**src/rtl/gsram_scan_ctrl.sv**
```systemverilog
// gsram_scan_ctrl: row-major write/readout sequencer for the ROWSxCOLSxDW gSRAM
// ports: clk, rst (sync, active-high); start/mode in, busy/done/err out (control FSM side);
//   in_valid in, in_ready out (write source); gs_we/gs_row/gs_col/gs_inmuxsel out, gs_rdata in (gSRAM);
//   out_valid/out_data/out_last out, out_ready in (readout consumer)
module gsram_scan_ctrl #(
  parameter int ROWS = 10,
  parameter int COLS = 10,
  parameter int DW   = 16,
  parameter int AW   = 4
) (
  input  logic          clk,
  input  logic          rst,
  input  logic          start,
  input  logic [1:0]    mode,
  output logic          busy,
  output logic          done,
  output logic          err,
  input  logic          in_valid,
  output logic          in_ready,
  output logic          gs_we,
  output logic [AW-1:0] gs_row,
  output logic [AW-1:0] gs_col,
  output logic          gs_inmuxsel,
  input  logic [DW-1:0] gs_rdata,
  output logic          out_valid,
  input  logic          out_ready,
  output logic [DW-1:0] out_data,
  output logic          out_last
);
  typedef enum logic [2:0] {IDLE, WRITE, READ, DRAIN, DONE} state_t;
  state_t      state;
  logic        inflight, inflight_last, err_q;
  logic [1:0]  count;
  logic [DW:0] head, tail;
  logic        at_end, pop, issue, col_wrap;
  assign at_end    = gs_row == AW'(ROWS-1) && gs_col == AW'(COLS-1);
  assign col_wrap  = gs_col == AW'(COLS-1);
  assign busy      = state != IDLE;
  assign done      = state == DONE;
  assign err       = err_q;
  assign in_ready  = state == WRITE;
  assign gs_we     = in_valid & in_ready;
  assign out_valid = count != 2'd0;
  assign out_data  = head[DW-1:0];
  assign out_last  = out_valid & head[DW];
  assign pop       = out_valid & out_ready;
  // words held plus the one in flight may never exceed the two FIFO slots
  assign issue     = state == READ && (3'(count) + 3'(inflight)) < (3'd2 + 3'(pop));
  always_ff @(posedge clk) begin
    if (rst) begin
      state         <= IDLE;
      gs_row        <= '0;
      gs_col        <= '0;
      gs_inmuxsel   <= 1'b0;
      inflight      <= 1'b0;
      inflight_last <= 1'b0;
      err_q         <= 1'b0;
      count         <= 2'd0;
      head          <= '0;
      tail          <= '0;
    end else begin
      err_q         <= state == IDLE && start && mode == 2'b11;
      inflight      <= issue;
      inflight_last <= issue && at_end;
      count         <= count + 2'(inflight) - 2'(pop);
      if (pop) head <= tail;
      if (inflight && count == 2'(pop)) head <= {inflight_last, gs_rdata};
      if (inflight && count - 2'(pop) == 2'd1) tail <= {inflight_last, gs_rdata};
      if (gs_we || issue) begin
        gs_col <= col_wrap ? '0 : gs_col + 1'b1;
        if (col_wrap) gs_row <= gs_row == AW'(ROWS-1) ? '0 : gs_row + 1'b1;
      end
      case (state)
        IDLE: if (start && mode != 2'b11) begin
          state       <= mode == 2'b10 ? READ : WRITE;
          gs_row      <= '0;
          gs_col      <= '0;
          gs_inmuxsel <= mode == 2'b00;
        end
        WRITE:   if (gs_we && at_end) state <= DONE;
        READ:    if (issue && at_end) state <= DRAIN;
        DRAIN:   if (!inflight && count == 2'(pop)) state <= DONE;
        default: state <= IDLE;
      endcase
    end
  end
endmodule

```
**config.mk**
```make
export PLATFORM = sky130hd
export DESIGN_NAME = gsram_scan_ctrl
export DESIGN_NICKNAME = d
export VERILOG_FILES = /design/src/rtl/gsram_scan_ctrl.sv
export SDC_FILE = /design/constraint.sdc
export NUM_CORES = 1
export LEC_CHECK = 0
export ABC_AREA = 1
export CELL_PAD_IN_SITES_DETAIL_PLACEMENT = 2
export CELL_PAD_IN_SITES_GLOBAL_PLACEMENT = 2
export CORE_MARGIN = 10
export CORE_UTILIZATION = 28
export DETAILED_ROUTE_END_ITERATION = 7
export GPL_ROUTABILITY_DRIVEN = 0
export GPL_TIMING_DRIVEN = 0
export HOLD_SLACK_MARGIN = 0.02
export PLACE_DENSITY = 0.79
export SETUP_SLACK_MARGIN = 0.3
export SLEW_MARGIN = 25
export SYNTH_ARGS = -nofsm -noshare
export SYNTH_HDL_FRONTEND = slang
export SYNTH_SLANG_ARGS = --single-unit
```
**constraint.sdc**
```tcl
create_clock -name clk -period 2.45 [get_ports clk]
set_input_delay 0.245 -clock clk [delete_from_list [all_inputs] [get_ports clk]]
set_output_delay 0.245 -clock clk [all_outputs]
set_load 0.01 [all_outputs]
```
==> impl_metrics.toml <==
[worst_setup_path]
worstPathArrival_ns = 2.22
worstPathRequired_ns = 2.63
crit_chain = "inv_4, nand2_4, nand2_4, inv_4, ha_4, inv_2, nor3_4, clkinv_4, buf_4, o21ai_0, inv_1, o21ai_0, a21oi_1"
critical-path-top-delay-family = "buffers and inverters"
critPathMaxFanout = 7
reg2reg_depth = 13
cp-start-kind = "flip-flop"
crit_buf_inv = 6
end_kind = "flip-flop"
crit_cells = 13
cpMaxStageDelayCell = "dfxtp_4"
worstSetupPathType = "reg -> reg"
cpPeakStageDelay_ns = 0.38

[global_route]
grt_antenna_before_repair = 0
grt_pass1_wl_mm = 13.6
grt_max_degree = 17
overflow = 0
first_global_vias = 2765
grtUsageTotal_pct = 12.5

[floorplan]
die_height_um = 115
initial_core_util_pct = 28.9
die_area_um2 = 13200
rows = 34
core_um2 = 8720
num_io_pins = 55
fp.dieW_um = 115

[layout]
n_antenna_cell = 0
drive_gt1_share_pct = 17.8
final_cell_mix = "clkdlybuf4s50_1 (54), nand2_1 (50), dfxtp_1 (49)"
fin_nets = 448
layout_commonest_cell = "clkdlybuf4s50_1"
area_delta_synth_final_pct = 39.0
final_util_pct = 40.1
final_cells = 530

[clocking]
cts_hold_buf = 0
numCtsBuffers = 5
clk_latency_ns = 0.31
clk_path_buf_depth = 2
cts_sinks = 51
clockRootBuffer = "clkbuf_8"
path_clk_slew_ns = 0.11
cts_tree = "built"
h-tree-depth = 2

[place]
io_buffers = 54
dp.cells = 508
dp_hpwl_mm = 6.02

[detailed_routing]
viasPerCell = 4.70
drt-pass1-iter-count = 4
wl_per_cell_um = 16.0
met1_length_mm = 3.51
vias = 2493
drt_wl_total_mm = 8.46
dr_wl_met2_mm = 4.44
wl_met3_um = 422
ant_nets = 0
routed.top_layer = "met4"
drt_iter0_markers = 67
drc = 0

[timing]
hold_viol = 0
fmax_mhz = 491
slew_headroom_pct = 59.3
tightest_slew_ns = 0.610
maxSlewViolCount = 0
setup-violations-final = 0
hold_slack_ns = 0.471
grt_setup_unrepaired = "false"
finClkSkew_ns = 0.0113
period_needed_ns = 2.03
fin_crit_sh_pct = 83.1

[synthesis]
postSynthCellCount = 346
ys_top_cells_by_area = "dfxtp_1 (41%), nand2_1 (7.8%), nor2_1 (7.2%)"
synth_seq_cells = 51
synth_cell_types = 33
ys.warnings.count = 0
yosys.area.top_type = "dfxtp_1"
syn-num-nets = 373
synth_area_um2 = 2520
avgSynthCellArea_um2 = 7.27
ys_seq_area_share_pct = 40.6
yosysTopAreaCellShare_pct = 40.6

[pwr]
cellPowerDensity_nw_per_um2 = 918
peakVddDrop_mv = 0.437
p_leak_nw = 1.53
finalPower_mw = 3.21

[worst_hold_path]
hold_class = "reg -> reg"
holdPathStages = 2

[status]
outcome = "completed"

[run]
maxCapViolations = 0
==> final timing paths <==
| check | from | endpoint | slack (ns) |
|---|---|---|---|
| setup / recovery | count[1] | head[16] | 0.42 |
| hold / removal | head[11] | head[11] | 0.47 |
| setup reg to reg | count[1] | head[16] | 0.42 |
| hold reg to reg | head[11] | head[11] | 0.47 |
==> worst min-delay path: cells and delay by family, from the launching register on <==
family             cells  cell delay, ns
DFF                    1            0.33
AOI/OAI and AO/OA      1            0.05
and+or+nand+nor        1            0.06
==> layer usage <==
metal | GRT usage (%) | vias up
li1 | - | 1257
met1 | 14.1 | 1187
met4 | 3.05 | 0
met5 | 0 | -
met2 | 22.6 | 41
met3 | 3.54 | 8
==> final cells by class <==
cell class                 count  area (um2)
fill                        1019        5220
multi-input combinational    219        1160
sequential                    51        1030
timing repair buffer          67         656
buffer                        27         208
inverter                      50         204
tap                          108         135
clock buffer                   5        68.8
clock inverter                 3        43.8
==> cell families (layout without fill, tap and decap cells) <==
group	count (synthesis)	in the layout	share of synthesized area [%]
and+or+nand+nor	130	131	23.0
adders and majority gates	4	4	1.99
buffers and inverters	77	152	15.3
DFF	51	51	40.6
AOI/OAI and AO/OA	83	83	18.7
xor gates and xnor gates	1	1	0.348
==> through the flow <==
step,TNS (ns),setup WS (ns),cell area (um2)
after global placement,-2.36,-0.171,3210
after detailed placement,-3.29,-0.210,3210
after global routing,0,0.272,3500
after floorplan,0,0.358,2530
final,0,0.415,3500
after CTS,0,0.311,3360
==> cells in the mapped netlist <==
cell type  number
nand2_1        52
dfxtp_1        51
nor2_1         48
inv_1          45
o21ai_0        32
a21oi_1        23
buf_4          18
nand3_1        15
o21ai_1        10
o21ai_2        10
clkbuf_1        5
nand4_1         5
ha_1            4
a31oi_1         3
inv_2           3
nor3_1          3
a21oi_2         2
nor3_4          2
a21boi_1        1
buf_12          1
buf_2           1
buf_6           1
clkbuf_2        1
clkinv_1        1
inv_4           1
nand2_8         1
nor2_2          1
nor3_2          1
nor3b_1         1
nor4_1          1
o21a_1          1
o31ai_1         1
xor2_1          1
==> power by group <==
| part | internal, mW | switching [mW] | total [mW] | leakage [nW] |
|---|---|---|---|---|
| Sequential | 0.928 | 0.0901 | 1.02 | 0.413 |
| Clock | 0.305 | 0.314 | 0.619 | 0.0581 |
| Combinational | 0.693 | 0.880 | 1.57 | 1.06 |
==> what timing repair did <==
action	CTS	global route
endpoints found under the setup margin	34	26
gates resized for setup	5	22
cloned	0	2
pin swaps	3	5
setup buffers	4	8
==> sequential cells by signal (all words and copies together), names as in the netlist <==
name	flops
head	17
tail	17
gs_col	4
gs_row	4
state	3
count	2
err	1
gs_inmuxsel	1
inflight	1
inflight_last	1
Power figures use the tool's default switching activity.
